<file path="src/rtl/mem_stage_lsu_pkg.sv">
// Shared pipeline-register types for the MEM stage and the load/store unit.
// Also holds the byte-enable helper used when a request is issued.
package structures;

    typedef struct packed {
        logic reg_write;
        logic mem_to_reg;
    } struct_WB;

    typedef struct packed {
        logic mem_read;
        logic mem_write;
        logic byte_op;
    } struct_M;

    typedef enum logic [1:0] {
        LSU_IDLE,
        LSU_BUSY,
        LSU_DONE
    } lsu_state_t;

    localparam int XLEN       = 64;
    localparam int BYTE_LANES = XLEN / 8;

    // Only byte stores narrow the enables; every read fetches the whole doubleword.
    function automatic logic [BYTE_LANES-1:0] lsu_byte_en(
        input logic       byte_op,
        input logic       is_write,
        input logic [2:0] off
    );
        logic [BYTE_LANES-1:0] be;
        be = '1;
        if (byte_op && is_write) be = 8'b1 << off;
        return be;
    endfunction

endpackage

</file>
<file path="src/rtl/mem_stage_lsu_if.sv">
// Data-memory req/ack port between the load/store unit and the data memory.
interface mem_stage_lsu_if;
    logic        dmem_req;
    logic        dmem_we;
    logic [63:0] dmem_addr;
    logic [63:0] dmem_wdata;
    logic [7:0]  dmem_be;
    logic        dmem_ack;
    logic [63:0] dmem_rdata;

    modport master (
        output dmem_req, dmem_we, dmem_addr, dmem_wdata, dmem_be,
        input  dmem_ack, dmem_rdata
    );

    modport slave (
        input  dmem_req, dmem_we, dmem_addr, dmem_wdata, dmem_be,
        output dmem_ack, dmem_rdata
    );
endinterface

</file>
<file path="src/rtl/mem_stage_lsu_load_align.sv">
// Combinational load alignment: picks the addressed byte lane and zero-extends,
// or passes the doubleword through.
module lsu_load_align #(
    parameter int NUM_LANES = 8,
    parameter int VEC_W     = 8,
    localparam int OW       = $clog2(NUM_LANES)
) (
    input  logic [NUM_LANES*VEC_W-1:0] rdata,
    input  logic [OW-1:0]              off,
    input  logic                       byte_op,
    output logic [NUM_LANES*VEC_W-1:0] data
);
    logic [NUM_LANES-1:0][VEC_W-1:0] lanes;
    logic [VEC_W-1:0]                sel;

    assign lanes = rdata;
    assign sel   = lanes[off];
    assign data  = byte_op ? {{(NUM_LANES-1)*VEC_W{1'b0}}, sel} : rdata;
endmodule

</file>
<file path="src/rtl/mem_stage_lsu.sv">
// MEM-stage load/store unit: issues one req/ack transaction per memory op,
// stalls the pipeline while it is outstanding, and bounds the wait with a watchdog.
module mem_stage_lsu
    import structures::*;
#(
    parameter int TIMEOUT = 16
) (
    input  logic             clk,
    input  logic             rst,
    input  logic             ex_mem_valid,
    input  struct_M          ex_mem_M,
    input  logic [63:0]      ex_mem_address,
    input  logic [63:0]      ex_mem_write_data,
    mem_stage_lsu_if.master  dmem,
    output logic [63:0]      mem_read_data,
    output logic             mem_stall,
    output logic             mem_misaligned,
    output logic             mem_bus_error
);
    localparam int            CW       = $clog2(TIMEOUT);
    localparam logic [CW-1:0] CNT_LAST = CW'(TIMEOUT - 1);

    lsu_state_t    state_q, state_d;
    logic [CW-1:0] cnt_q;
    logic          is_mem, misaligned, is_write;
    logic          issue, ack_hit, expire;
    logic          lat_read, lat_byte;
    logic [2:0]    lat_off;
    logic [63:0]   data_q, aligned;
    logic          bus_err_q;

    assign is_mem     = ex_mem_valid & (ex_mem_M.mem_read | ex_mem_M.mem_write);
    assign misaligned = is_mem & ~ex_mem_M.byte_op & (|ex_mem_address[2:0]);
    // read+write together is resolved as a read
    assign is_write   = ex_mem_M.mem_write & ~ex_mem_M.mem_read;

    always_comb begin
        state_d        = state_q;
        issue          = 1'b0;
        ack_hit        = 1'b0;
        expire         = 1'b0;
        mem_stall      = 1'b0;
        mem_misaligned = 1'b0;
        mem_read_data  = '0;
        case (state_q)
            LSU_IDLE: begin
                mem_misaligned = misaligned;
                if (is_mem && !misaligned) begin
                    issue     = 1'b1;
                    mem_stall = 1'b1;
                    state_d   = LSU_BUSY;
                end
            end
            LSU_BUSY: begin
                mem_stall = 1'b1;
                if (dmem.dmem_ack) begin
                    ack_hit = 1'b1;
                    state_d = LSU_DONE;
                end else if (cnt_q == CNT_LAST) begin
                    expire  = 1'b1;
                    state_d = LSU_DONE;
                end
            end
            LSU_DONE: begin
                mem_read_data = data_q;
                state_d       = LSU_IDLE;
            end
            default: state_d = LSU_IDLE;
        endcase
        // combinational outputs are forced quiet while reset is held
        if (!rst) begin
            mem_stall      = 1'b0;
            mem_misaligned = 1'b0;
            issue          = 1'b0;
        end
    end

    always_ff @(posedge clk or negedge rst) begin
        if (!rst) state_q <= LSU_IDLE;
        else      state_q <= state_d;
    end

    always_ff @(posedge clk or negedge rst) begin
        if (!rst) begin
            dmem.dmem_req   <= 1'b0;
            dmem.dmem_we    <= 1'b0;
            dmem.dmem_addr  <= '0;
            dmem.dmem_wdata <= '0;
            dmem.dmem_be    <= '0;
            cnt_q           <= '0;
            lat_read        <= 1'b0;
            lat_byte        <= 1'b0;
            lat_off         <= '0;
        end else if (issue) begin
            dmem.dmem_req   <= 1'b1;
            dmem.dmem_we    <= is_write;
            dmem.dmem_addr  <= {ex_mem_address[63:3], 3'b000};
            dmem.dmem_be    <= lsu_byte_en(ex_mem_M.byte_op, is_write, ex_mem_address[2:0]);
            dmem.dmem_wdata <= !is_write        ? 64'd0 :
                               ex_mem_M.byte_op ? {8{ex_mem_write_data[7:0]}} :
                                                  ex_mem_write_data;
            cnt_q           <= '0;
            lat_read        <= ex_mem_M.mem_read;
            lat_byte        <= ex_mem_M.byte_op;
            lat_off         <= ex_mem_address[2:0];
        end else if (state_q == LSU_BUSY) begin
            if (ack_hit || expire) dmem.dmem_req <= 1'b0;
            if (cnt_q != CNT_LAST) cnt_q <= cnt_q + 1'b1;
        end
    end

    always_ff @(posedge clk or negedge rst) begin
        if (!rst) begin
            data_q    <= '0;
            bus_err_q <= 1'b0;
        end else begin
            bus_err_q <= expire;
            if (ack_hit)     data_q <= lat_read ? aligned : 64'd0;
            else if (expire) data_q <= '0;
        end
    end

    assign mem_bus_error = bus_err_q;

    lsu_load_align u_align (
        .rdata   (dmem.dmem_rdata),
        .off     (lat_off),
        .byte_op (lat_byte),
        .data    (aligned)
    );
endmodule

</file>
<file path="src/flat_wrapper.sv">
// flat-port wrapper written by rule: the top's interface ports become plain ports
module mem_stage_lsu_flat import structures::*;
#(
    parameter int TIMEOUT = 16
)
  (clk, rst, ex_mem_valid, ex_mem_M, ex_mem_address, ex_mem_write_data, mem_read_data, mem_stall, mem_misaligned, mem_bus_error, dmem_dmem_req, dmem_dmem_we, dmem_dmem_addr, dmem_dmem_wdata, dmem_dmem_be, dmem_dmem_ack, dmem_dmem_rdata);
  mem_stage_lsu_if dmem_i ();
  input  logic clk;
  input  logic rst;
  input  logic ex_mem_valid;
  input  struct_M ex_mem_M;
  input  logic [63:0] ex_mem_address;
  input  logic [63:0] ex_mem_write_data;
  output logic [63:0] mem_read_data;
  output logic mem_stall;
  output logic mem_misaligned;
  output logic mem_bus_error;
  output wire logic [$bits(dmem_i.dmem_req)-1:0] dmem_dmem_req;
  output wire logic [$bits(dmem_i.dmem_we)-1:0] dmem_dmem_we;
  output wire logic [$bits(dmem_i.dmem_addr)-1:0] dmem_dmem_addr;
  output wire logic [$bits(dmem_i.dmem_wdata)-1:0] dmem_dmem_wdata;
  output wire logic [$bits(dmem_i.dmem_be)-1:0] dmem_dmem_be;
  input wire logic [$bits(dmem_i.dmem_ack)-1:0] dmem_dmem_ack;
  input wire logic [$bits(dmem_i.dmem_rdata)-1:0] dmem_dmem_rdata;
  assign dmem_dmem_req = dmem_i.dmem_req;
  assign dmem_dmem_we = dmem_i.dmem_we;
  assign dmem_dmem_addr = dmem_i.dmem_addr;
  assign dmem_dmem_wdata = dmem_i.dmem_wdata;
  assign dmem_dmem_be = dmem_i.dmem_be;
  assign dmem_i.dmem_ack = dmem_dmem_ack;
  assign dmem_i.dmem_rdata = dmem_dmem_rdata;
  mem_stage_lsu #(.TIMEOUT(TIMEOUT)) u_core (.clk(clk), .rst(rst), .ex_mem_valid(ex_mem_valid), .ex_mem_M(ex_mem_M), .ex_mem_address(ex_mem_address), .ex_mem_write_data(ex_mem_write_data), .dmem(dmem_i), .mem_read_data(mem_read_data), .mem_stall(mem_stall), .mem_misaligned(mem_misaligned), .mem_bus_error(mem_bus_error));
endmodule
</file>
<file path="config.mk">
export PLATFORM = sky130hd
export DESIGN_NAME = mem_stage_lsu_flat
export DESIGN_NICKNAME = d
export VERILOG_FILES = /design/src/rtl/mem_stage_lsu_pkg.sv /design/src/rtl/mem_stage_lsu_if.sv /design/src/rtl/mem_stage_lsu_load_align.sv /design/src/rtl/mem_stage_lsu.sv /design/src/flat_wrapper.sv
export SDC_FILE = /design/constraint.sdc
export NUM_CORES = 1
export LEC_CHECK = 0
export ABC_AREA = 1
export ABC_CLOCK_PERIOD_IN_PS = 1400
export CORE_MARGIN = 1.5
export CORE_UTILIZATION = 40
export DETAILED_ROUTE_END_ITERATION = 16
export PLACE_DENSITY = 0.76
export SLEW_MARGIN = 10
export SYNTH_ARGS = -nofsm -noshare
export SYNTH_HDL_FRONTEND = slang
export SYNTH_HIERARCHICAL = 1
export SYNTH_SLANG_ARGS = --single-unit
</file>
<file path="constraint.sdc">
create_clock -name clk -period 1.4 [get_ports clk]
set_input_delay 0.21 -clock clk [delete_from_list [all_inputs] [get_ports clk]]
set_output_delay 0.21 -clock clk [all_outputs]
set_load 0.01 [all_outputs]
</file>
# --- Word level (Yosys, flattened, before mapping) ---
# Index checks and enable logic that the tools add are counted.
# Widths: inputs -> output; s select.
totals:
  ff_bits: 211
  in_bits: 199
  out_inout_bits: 205
  elab_cells: 73
classes:
  n_addsub: 1
  n_lt_le_gt_ge: 1
  n_eq_ne: 6
  shifts: 1
  n_mux: 32
  bitwise_logic: 7
  reduce_logical: 13
op_table:
  columns: ["cell", "n"]
  rows:
  - ["$mux 64", 7]
  - ["$bmux 8 s3", 1]
  - ["$mux 8", 2]
  - ["$mux 1", 14]
  - ["$mux 4", 3]
  - ["$reduce_bool 2->1", 4]
  - ["$shl 1x3->8 const A", 1]
  - ["$mux 2", 3]
  - ["$reduce_and 2->1", 3]
  - ["$add 4x1->4 const B", 1]
  - ["$and 1x1->1", 4]
  - ["$eq 4x4->1 const B", 1]
  - ["$lt 3x4->1 const B", 1]
  - ["$ne 4x4->1 const B", 1]
  - ["$pmux 2 s2", 1]
  - ["$ne 3x2->1 const B", 1]
  - ["$reduce_or 3->1", 1]
  - ["$eq 2x1->1 const B", 1]
  - ["$eq 2x2->1 const B", 1]
  - ["$logic_and 1x1->1", 2]
  - ["$logic_not 2->1", 1]
  - ["$ne 2x1->1 const B", 1]
  - ["$not 1->1", 2]
  - ["$pmux 1 s2", 1]
  - ["other kinds (3)", 3]

# --- Logic depth before layout (Yosys ltp) ---
logic_depth:
  word_depth: 11
  depth_mapped: 10
  mapped_depth_nobuf: 8

# --- Modules after synthesis ---
# The synthesis kept the hierarchy.
modules_own_cells:
  columns: ["mod", "n_inst", "cells_per_inst", "area_per_inst_um2", "seq_area_each_um2"]
  rows:
  - ["mem_stage_lsu", 1, 1199, 9760.6, 5280.1]
  - ["lsu_load_align", 1, 278, 1184.9, 0.0]

# --- Worst setup path after synthesis ---
# Ideal clock, no wire load.
synth_timing:
  kind: "reg-to-output"
  startpoint: "reg u_core.state_q[1]"
  endpoint: "out mem_stall"
  t_arrival_ps: 1210
  required_ps: 1190
  path_slack_ps: -20
  path_stages_with_launch: 7
  path_buffers: 1
  path_cell_list: "dfrtp_1 nor2_4 inv_2 nor2_4 buf_2 nand2_1 a21oi_1"
synth_between:
  elab_chain_cells: 3
  word_cells_on_any_way: 4
  cone_classes: "eq/ne: 1; mux: 2; reduce/logical: 1"
synth_lines:
  columns: ["item", "line_no", "rtl"]
  rows:
  - ["from (decl)", "mem_stage_lsu.sv:23", "lsu_state_t state_q, state_d;"]
  - ["from (signal assigned)", "mem_stage_lsu.sv:80", "else state_q <= state_d;"]
  - ["$eq 2x1->1 / $logic_not 2->1 (equally long branches)", "mem_stage_lsu.sv:45", "case (state_q)"]
  - ["$pmux 1 s2 (*)", "mem_stage_lsu.sv:45", null]
  - ["$mux 1 (*)", "mem_stage_lsu.sv:71", "if (!rst) begin"]
  - ["to (decl)", "flat_wrapper.sv:15", "output logic mem_stall;"]
# Every way passes the cells marked *; elsewhere a longest branch is shown, timed or not.

# --- Final worst setup path ---
layout_timing:
  startpoint: "reg u_core.state_q[0]"
  endpoint: "out mem_stall"
# The elaborated chain is that of the path after synthesis.

==> reports/metrics.csv <==
stage,metric,value,unit
run_status,outcome,finished with violations,
run_status,violated checks,setup timing,
drt,Detail Route Antenna Nets,0,
yosys,mapped cell area,10900,µm²
yosys,Synth area leader,dfrtp_1,
setup_path,Worst setup SP type,flop,
yosys,simple-gate share of the synthesized area,0.319,
setup_path,worst reg2reg endpoint,u_core/dmem.dmem_addr[49],
power_and_ir_drop,worst vdd ir,0.00108,V
yosys,Yosys Warn Count,6,
drt,drt first pass iters,9,
setup_path,"CP delay by family, top",flip-flops,
final_layout,fill cell count,2170,
sta,final hold vios,0,
setup_path,Reg2Reg Depth,10,
sta,final worst slack,-473,ps
global_routing,initial antenna violation count,4,
setup_path,CP peak stage delay,400,ps
setup_path,Setup crit start,u_core/state_q[0],
setup_path,"slowest stage cell, crit path",dfrtp_1,
global_routing,largest net degree at the start of global routing,85,
final_layout,final-stage net count,2145,
sta,final worst path period need,1870,ps
yosys,number of synthesized flops with an enable pin,0,
yosys,sequential share of the synthesized area,0.482,
global_routing,first-pass GRT wire length,65.0,mm
yosys,adder-cell area share of the yosys netlist,0.00114,
die,total I/O pin count,404,
setup_path,reg2reg setup slack,-380,ps
drt,total wire length,47.3,mm
yosys,ys async rst share,1.00,
setup_path,crit path max fanout,2,
die,die span in y,168,µm
yosys,top post-synthesis cells by area,"dfrtp_1 48%, nand2_1 15%, nand4_1 7.9%",
setup_path,"critical path, cell by cell",buf_6 > nor2_4 > inv_2 > nor2_4 > nand2_2 > a21oi_2 > buf_2,
yosys,post-synthesis mux area share,0,
yosys,Post-Syn Area per Cell,7.41,µm²
setup_path,CP bufs+invs,3,
clocking,clock tree buffer depth,3,
global_routing,grt total ovfl,0,
sta,RSZ-0062 raised after global routing,yes,
die,Core Footprint,26900,µm²
flow_run,max-cap violations,0,
drt,WL per Instance,20.5,µm
clocking,htree depth,1,
sta,Final Cycle Share,1.34,
clocking,clock latency on the worst-skew pair,520,ps
sta,Layout Skew,8.50,ps
setup_path,crit path DAT,1660,ps
sta,Slew Limit Fails,0,
clocking,CTS buffer count,24,
drt,drt drc,0,
drt,initial DRC count,1513,
final_layout,area of the multi-input gates,4640,µm²
clocking,clk slew on worst S/H paths,60,ps
sta,Max Clk Rate,534,MHz
setup_path,CP endpoint kind,primary output,
clocking,CTS tree,done,
setup_path,CP Class,flop to primary output,
final_layout,Area growth syn-to-layout,63.9,%
min_path,Hold WC Path Type,primary input to async pin,
placement,hpwl dp,29.2,mm
final_layout,Seq. cell area,5280,µm²
placement,setup slack at placement,-710,ps
yosys,cell count after synthesis,1477,
die,Starting Density,0.407,
final_layout,Final Util,0.667,
die,die area,28400,µm²
power_and_ir_drop,Leakage,8.91,nW
setup_path,crit-path most repeated cell,nor2_4,
yosys,post-synthesis cell type count,28,
sta,Setup Viol. Count Final,276,
die,Rows,60,
placement,gpl congestion,0.933,
setup_path,WP data required,1190,ps
clocking,Clock Sinks,211,
yosys,main combinational cell family by area after synthesis,simple AND/OR/NAND/NOR gates,
yosys,Main synth FF type,dfrtp_1,
drt,DR vias,12500,
yosys,share of the synthesized area in the top cell type,0.482,
global_routing,vias in the first global route,11600,
placement,number of buffers added on ports,400,
yosys,#FFs+latches synth,211,
clocking,CTS Root Cell,clkbuf_16,
final_layout,layout cell share with drive strength beyond 1,0.191,
global_routing,GRT Overall Usage,0.290,
setup_path,Reg-to-Reg Start,u_core/state_q[0],
yosys,XOR/XNOR share of the synthesized area,0,
drt,Vias/cell,5.41,
yosys,compound-gate portion of the synthesized area,0.0655,
power_and_ir_drop,pwr/cell area,1590,nW/µm²
die,die width,168,µm
## power breakdown
| group | internal (mW) | switching (mW) |
|---|---|---|
| Clock | 3.55 | 2.63 |
| Combinational | 5.60 | 7.15 |
| Sequential | 8.40 | 1.26 |
## state kept, by name, summed over array words and instances (netlist names)
| register | flops |
|---|---|
| u_core/lat_off | 3 |
| u_core/lat_byte | 1 |
| u_core/data_q | 64 |
| u_core/dmem.dmem_we | 1 |
| u_core/lat_read | 1 |
| u_core/state_q | 2 |
| u_core/cnt_q | 4 |
| u_core/dmem.dmem_be | 8 |
| u_core/dmem.dmem_req | 1 |
| u_core/dmem.dmem_addr | 61 |
| u_core/dmem.dmem_wdata | 64 |
| u_core/mem_bus_error | 1 |
## cells by family after synthesis
family | Yosys count
buffers and inverters | 340
DFF | 211
and+or+nand+nor | 798
AOI/OAI and AO/OA | 126
adders and majority gates | 1
other | 1
## layout make-up
type | count | area share
Antenna cell | 4 | 0.000558
Clock buffer | 33 | 0.0377
Clock inverter | 8 | 0.00412
Inverter | 225 | 0.0475
Multi-Input combinational cell | 928 | 0.259
Sequential cell | 211 | 0.295
Tap cell | 341 | 0.0238
Timing Repair Buffer | 555 | 0.333
## worst register-to-register path: stages (launching register included)
cell and delay [ps]:
dfrtp_1 400, buf_6 130, nor2_4 120, buf_4 130, buf_6 80, buf_4 110, nand4_4 170, clkbuf_16 250
clkbuf_16 170, nand2_1 60, nand2_1 60
## Yosys cell counts, types with 6 or more instances
library cell	number
nand2_1	445
inv_1	215
dfrtp_1	211
nand4_1	139
nor2_1	134
nand3_1	68
o22ai_1	64
a21oi_1	57
buf_2	49
clkbuf_1	38
buf_4	12
buf_1	9
inv_2	8
buf_6	6
## routing by layer
metal | global-route usage | wire length (µm) | vias to the layer above
li1 | - | - | 5633
met1 | 0.364 | 17300 | 5862
met2 | 0.468 | 22200 | 824
met3 | 0.0832 | 5420 | 150
met4 | 0.126 | 2360 | 0
met5 | 0 | 0 | -
## stage by stage
step / TNS (ps) / total power [mW] / hold WS (ps) / instances / area, µm²
2_1_floorplan: 0 / 15.2 / -85.6 / 1479 / 11000
3_3_place_gp: -89300 / 21.1 / 195 / 2214 / 15900
3_5_place_dp: -95610 / 21.4 / 195 / 2214 / 15900
4_1_cts: -76010 / 27.3 / 195 / 2267 / 16700
5_1_grt: -102770 / 30.1 / 204 / 2301 / 17900
6_report: -87390 / 28.6 / 205 / 2305 / 17900
## repair_timing
item / 4_1_cts / 5_1_grt
hold buffers: 1 / 0
pin swaps: 52 / 8
setup buffers: 8 / 7
gates resized for setup: 633 / 123
cloned: 3 / 29
setup endpoints to repair: 403 / 324
hold endpoints to repair: 92 / 0
## cells in the final DEF, fill, tap and decap left out, drive strengths merged
cell type,count
nand2,447
inv,225
dfrtp,211
buf,210
clkdlybuf4s50,197
nand4,140
nor2,139
clkdlybuf4s15,123
nand3,70
o22ai,64
a21oi,58
clkbuf,53
clkinv,5
diode,4
dlygate4sd2,4
o21ai,3
conb,3
clkinvlp,2
nor3,2
bufinv,1
o21bai,1
ha,1
dlygate4sd3,1
## how the worst max path moves through the flow
stage | to | slack, ps | cells past startpoint
after floorplan | mem_stall | 20 | 6
after global placement | mem_misaligned | -690 | 6
after detailed placement | mem_misaligned | -710 | 6
after CTS | mem_read_data[28] | -450 | 6
after global routing | mem_stall | -540 | 7
final | mem_stall | -470 | 7
Power figures use the tool's default switching activity.
